`src/rtl/fp_norm_round_pipe.sv`:
```
// fp_norm_round_pipe: 3-stage normalise / round / pack back end of the FP add/sub datapath.
//   Parameters: EXP_W exponent field width, MAN_W fraction width (hidden bit excluded).
//   Ports:
//     clk, rst          clock, synchronous active-high reset
//     i_in_valid        input beat valid
//     o_in_ready        block can accept a beat
//     i_in_mant         {carry, hidden, frac, G, R, S} unsigned magnitude
//     i_in_exp          biased exponent of the larger operand
//     i_in_sign         result sign
//     i_rnd_mode        rounding mode (only when FP_RND_MODE_EN is defined)
//     o_out_valid       output beat valid
//     i_out_ready       downstream accepts beat
//     o_out_data        {sign, exp, frac}
//     o_out_flags       {overflow, underflow, inexact}
//   Optional feature macro: FP_RND_MODE_EN (selectable rounding modes; default fixed RNE).
module fp_norm_round_pipe #(
    parameter int EXP_W = 8,
    parameter int MAN_W = 23
) (
    input  logic                   clk,
    input  logic                   rst,
    input  logic                   i_in_valid,
    output logic                   o_in_ready,
    input  logic [MAN_W+4:0]       i_in_mant,
    input  logic [EXP_W-1:0]       i_in_exp,
    input  logic                   i_in_sign,
`ifdef FP_RND_MODE_EN
    input  logic [1:0]             i_rnd_mode,
`endif
    output logic                   o_out_valid,
    input  logic                   i_out_ready,
    output logic [EXP_W+MAN_W:0]   o_out_data,
    output logic [2:0]             o_out_flags
);
    localparam int MW = MAN_W + 5;
    localparam int EW = EXP_W + 2;
    localparam int NW = MAN_W + 3;
    localparam logic signed [EW-1:0] EMAX = EW'((1 << EXP_W) - 1);

    logic                 w_en1, w_en2, w_en3;
    logic                 r1_valid, r1_sign, r1_zero;
    logic signed [EW-1:0] r1_exp;
    logic [NW-1:0]        r1_n;
    logic                 r2_valid, r2_sign, r2_zero, r2_inex;
    logic signed [EW-1:0] r2_exp;
    logic [MAN_W:0]       r2_frac;
    logic [EW-1:0]        w1_lz;
    logic [NW-1:0]        w1_sh, w1_n;
    logic signed [EW-1:0] w1_e0, w1_exp;
    logic                 w2_inex, w2_rne, w2_up;
    logic [MAN_W:0]       w2_frac;
    logic signed [EW-1:0] w3_exp;
    logic                 w3_ovf, w3_unf;
    logic [EXP_W+MAN_W-1:0] w3_ovf_word, w3_body;
`ifdef FP_RND_MODE_EN
    logic [1:0]           r1_mode, r2_mode;
`endif

    // A stage loads when empty or when its current content moves on this cycle.
    assign w_en3      = !o_out_valid | i_out_ready;
    assign w_en2      = !r2_valid | w_en3;
    assign w_en1      = !r1_valid | w_en2;
    assign o_in_ready = w_en1;

    // Normalise: carry shifts right into sticky; otherwise left by the leading-zero count
    // measured from the hidden bit, with G/R/S shifting up into the fraction.
    always_comb begin
        w1_lz = '0;
        for (int i = 0; i < MW - 1; i++)
            if (i_in_mant[i]) w1_lz = EW'(MW - 2 - i);
        w1_sh  = i_in_mant[NW-1:0] << w1_lz;
        w1_e0  = {2'b00, i_in_exp};
        w1_n   = i_in_mant[MW-1] ? {i_in_mant[MW-2:2], |i_in_mant[1:0]} : w1_sh;
        w1_exp = i_in_mant[MW-1] ? w1_e0 + EW'(1) : w1_e0 - w1_lz;
    end

    always_ff @(posedge clk) begin
        if (rst)
            r1_valid <= 1'b0;
        else if (w_en1)
            r1_valid <= i_in_valid;
        if (w_en1 & i_in_valid) begin
            r1_sign <= i_in_sign;
            r1_zero <= ~|i_in_mant;
            r1_exp  <= w1_exp;
            r1_n    <= w1_n;
`ifdef FP_RND_MODE_EN
            r1_mode <= i_rnd_mode;
`endif
        end
    end

    // Round: r1_n = {frac, G, R, S}.
    assign w2_inex = |r1_n[2:0];
    assign w2_rne  = r1_n[2] & (r1_n[1] | r1_n[0] | r1_n[3]);
`ifdef FP_RND_MODE_EN
    assign w2_up = r1_mode == 2'b00 ? w2_rne :
                   r1_mode == 2'b01 ? 1'b0 :
                   r1_mode == 2'b10 ? !r1_sign & w2_inex : r1_sign & w2_inex;
`else
    assign w2_up = w2_rne;
`endif
    assign w2_frac = {1'b0, r1_n[NW-1:3]} + (MAN_W+1)'(w2_up);

    always_ff @(posedge clk) begin
        if (rst)
            r2_valid <= 1'b0;
        else if (w_en2)
            r2_valid <= r1_valid;
        if (w_en2 & r1_valid) begin
            r2_sign <= r1_sign;
            r2_zero <= r1_zero;
            r2_exp  <= r1_exp;
            r2_frac <= w2_frac;
            r2_inex <= w2_inex;
`ifdef FP_RND_MODE_EN
            r2_mode <= r1_mode;
`endif
        end
    end

    // Post-round: a rounding carry leaves the fraction bits at zero, so only the exponent moves.
    assign w3_exp = r2_exp + EW'(r2_frac[MAN_W]);
    assign w3_ovf = !r2_zero & (w3_exp >= EMAX);
    assign w3_unf = !r2_zero & !w3_ovf & (w3_exp[EW-1] | (w3_exp == '0));
`ifdef FP_RND_MODE_EN
    // Modes rounding toward zero for this sign saturate to the largest finite value.
    assign w3_ovf_word = (r2_mode == 2'b01) | (r2_mode == 2'b10 & r2_sign) | (r2_mode == 2'b11 & !r2_sign) ?
                         {{(EXP_W-1){1'b1}}, 1'b0, {MAN_W{1'b1}}} : {{EXP_W{1'b1}}, {MAN_W{1'b0}}};
`else
    assign w3_ovf_word = {{EXP_W{1'b1}}, {MAN_W{1'b0}}};
`endif
    assign w3_body = (r2_zero | w3_unf) ? '0 : w3_ovf ? w3_ovf_word : {w3_exp[EXP_W-1:0], r2_frac[MAN_W-1:0]};

    always_ff @(posedge clk) begin
        if (rst) begin
            o_out_valid <= 1'b0;
            o_out_data  <= '0;
            o_out_flags <= '0;
        end else if (w_en3) begin
            o_out_valid <= r2_valid;
            if (r2_valid) begin
                o_out_data  <= {r2_sign, w3_body};
                o_out_flags <= {w3_ovf, w3_unf, r2_inex | w3_ovf | w3_unf};
            end
        end
    end
endmodule

```
`config.mk`:
```
export PLATFORM = sky130hd
export DESIGN_NAME = fp_norm_round_pipe
export DESIGN_NICKNAME = d
export VERILOG_FILES = /design/src/rtl/fp_norm_round_pipe.sv
export SDC_FILE = /design/constraint.sdc
export NUM_CORES = 1
export LEC_CHECK = 0
export ABC_AREA = 0
export BUFFER_PORTS_ARGS = -buffer_cell sky130_fd_sc_hd__buf_2
export CAP_MARGIN = 20
export CORE_ASPECT_RATIO = 1.25
export CORE_MARGIN = 1.5
export CORE_UTILIZATION = 50
export DETAILED_ROUTE_END_ITERATION = 8
export GPL_ROUTABILITY_DRIVEN = 0
export PLACE_DENSITY = 0.68
export SLEW_MARGIN = 20
export SYNTH_ARGS = -nofsm -noshare
export SYNTH_HDL_FRONTEND = slang
export SYNTH_SLANG_ARGS = --single-unit
```
`constraint.sdc`:
```
create_clock -name clk -period 10.64 [get_ports clk]
set_input_delay 1.596 -clock clk [delete_from_list [all_inputs] [get_ports clk]]
set_output_delay 1.596 -clock clk [all_outputs]
set_load 0.01 [all_outputs]
```
==> results.cfg <==
[run_status]
status = finished, final reports clean

[floorplanning]
die-area_um2 = 13600
rows = 46
io_pins = 78
core_area_um2 = 12600
fp.dieH_um = 130
die_width_um = 104
initial_core_util_pct = 51.0

[clock_network]
hold_buffers = 0
clock_latency_ns = 0.40
ctsResizeCount = 0
postCtsSetupBuffers = 0
cts_tree = done
htree_num_levels = 4
clockBufferDepth = 2
cts_buffers = 17
numClockSinks = 113
cts_root_buf = clkbuf_16
path_clk_slew_ns = 0.05

[critical_path]
max_stage_delay_ns = 0.67
crit_top_cell = o21ai_0
reg2reg_from = r2_exp[0]
worstPathRequired_ns = 10.78
endpoint_kind = flip-flop
crit_fanout = 15
crit_chain = buf_2, nor4_1, nand2_1, o21ai_0, and2_0, inv_1, ha_1, and2_1, o21ai_0, nand2_1, o21ai_0, xor2_1
cp-startpoint = i_in_mant[7]
cp-start-kind = input port
slowest_stage = and2_0
crit_family = simple AND/OR/NAND/NOR gates
timing.critical_path.buf_inv = 2
critPathKind = in2reg
crit_arrival_ns = 4.84

[yosys]
synth_flop_cell = edfxtp_1
async_flop_share_pct = 0
synth_nets = 709
synth_area_um2 = 6430
yosys_warnings = 0
synth_fa_ha_area_share_pct = 2.06
synthMuxAreaShare_pct = 2.16
synth_top_family_by_area = compound AO/OA/AOI/OAI gates
syn-instance-count = 658
ys_ff_latch = 113
synth-xor-area-share_pct = 5.04
ys_types = 64
synth-simple-area-share_pct = 15.8
synth-compound-area-share_pct = 23.6
ys_seq_area_share_pct = 46.8
synth_edf_count = 75
syn_area_per_cell_um2 = 9.78

[job]
drv_cap = 0

[sta]
setup-tns-final_ns = 0
clock.fmax_mhz = 213
finalSetupViolations = 0
rsz0062_at_grt = no
fin_skew_ns = 0.00531
min_period_over_period_pct = 44.2
tightest_slew_ns = 0.810
slew_viol_final = 0
hold_viol_final = 0
hold_slack_ns = 0.417
fin_crit_ns = 4.70
max-slew-margin-rel_pct = 46.0

[layout]
n_fill_cell = 1095
mostFrequentLayoutCell = buf_2
final_nets = 777
drive_gt1_share_pct = 17.3
area_delta_synth_final_pct = 17.5
antenna_cells = 0
final_cell_mix = buf_2, edfxtp_1, nand2_1

[detailed_routing]
post_drt_wl_per_cell_um = 17.8
via_count = 5643
routed_wl_um = 16100
antenna_left = 0
via_per_inst = 6.22
drc = 0
drtPass1Iterations = 9
drtIter0Drc = 443

[power]
switching_share_pct = 24.2
switching_power_uw = 295
clkPwrFrac_pct = 44.4
power.internal_uw = 925
power.density_nw_per_um2 = 161
combinationalPowerShare_pct = 13.1
vdd_ir_drop_max_mv = 0.114
seq_power_share_pct = 42.5
leakagePower_uw = 0.00286

[grt]
grt_pass1_vias = 5125
grt_first_pass_wirelength_um = 25400
busiest_layer = met2
grt_overflow = 0
grtUsageTotal_pct = 23.9
use_met2_pct = 41.6
use_met3_pct = 5.59
grt_antenna_before_repair = 0
grtUsageMet1_pct = 26.5
grt_max_degree = 44

[worst_hold_path]
hp-start = r1_exp[8]
min_path_type = reg2reg

[place]
io_buffers = 77
dp_hpwl_um = 12000
-- power by group through the flow --
stage	combinational, uW	sequential [uW]	clock (uW)
floorplan	106	524	0
global placement	150	525	0
detailed placement	152	526	0
CTS	153	518	550
global route	172	521	572
finish	160	518	541
-- worst reg2reg max path: stages (launching register included) --
cell and delay [ns]:
edfxtp_1 0.36, ha_1 0.27, ha_1 0.26, xor2_1 0.18, or3_1 0.32, nor3_1 0.19
nand4_1 0.10, o21ai_0 0.23, or4_1 0.29, nor2_1 0.08, buf_4 0.21, a22o_1 0.21
-- synth_stat cells (7+ instances only) --
master     n  share of area, %
and3_1     8              0.78
xnor2_1   25               3.4
a21oi_1   22               1.7
nand2_1   61               3.6
xor2_1    12               1.6
clkbuf_1  18               1.1
a22oi_1    8              0.93
nand3_1   21               1.6
a22o_1    26               3.5
a221oi_1   7              0.95
o21ai_0   37               2.9
dfxtp_1   38                12
and2_1     8              0.78
o31ai_1   10               1.2
o22ai_1    9              0.88
nor2_1    55               3.2
inv_1     25               1.5
a211oi_1  41               4.8
edfxtp_1  75                35
nor2b_1    8              0.78
ha_1       9               1.8
nor4_1    10              0.97
nor3_1    15               1.2
nand2b_1   8              0.78
buf_2      9              0.70
nand4_1   10              0.97
mux2i_1   10               1.6
-- metal layers --
layer,wire [um],up-vias
met4,1030,0
met1,6130,2582
met5,0,-
met3,1250,86
met2,7720,326
li1,-,2649
-- logic make-up after synthesis --
family / Yosys count
and+or+nand+nor: 214
AOI/OAI and AO/OA: 208
DFF: 113
buffers and inverters: 63
xor gates and xnor gates: 37
muxes: 13
adders and majority gates: 10
-- registers in the layout, indices dropped and copies added, names as in the netlist --
signal       count
r2_sign          1
r1_exp          10
r2_zero          1
o_out_data      32
r2_inex          1
r1_zero          1
r2_frac         24
r2_exp          10
o_out_valid      1
r1_sign          1
r1_n            26
r1_valid         1
r2_valid         1
o_out_flags      3
-- final timing paths --
check                           cells past startpoint  slack (ns)              to
worst max register to register                     11        7.82  o_out_data[11]
worst min-delay path                                0        0.42       r2_exp[8]
worst min register to register                      0        0.42       r2_exp[8]
worst max-delay path                               12        5.94       r1_exp[7]
-- per-stage QoR --
| stage | instance area, um2 | instances | worst slack (ns) | total power, uW | utilization, % |
|---|---|---|---|---|---|
| finish | 7560 | 907 | 5.94 | 1220 | 60.0 |
| detailed placement | 6920 | 873 | 5.63 | 679 | 54.9 |
| global route | 7560 | 907 | 5.75 | 1260 | 60.0 |
| global placement | 6920 | 873 | 5.70 | 675 | 54.9 |
| floorplan | 6430 | 658 | 5.73 | 629 | - |
| CTS | 7500 | 905 | 6.06 | 1220 | 59.5 |
-- area by class of cell --
class | instances | area (um2) | share of cell area [%]
Sequential cell | 113 | 3010 | 39.9
Clock buffer | 21 | 440 | 5.83
Clock inverter | 11 | 139 | 1.84
Timing Repair Buffer | 85 | 485 | 6.42
Tap cell | 168 | 210 | 2.78
Inverter | 27 | 103 | 1.36
Multi-Input combinational cell | 482 | 3170 | 41.9
Power figures use the tool's default switching activity.
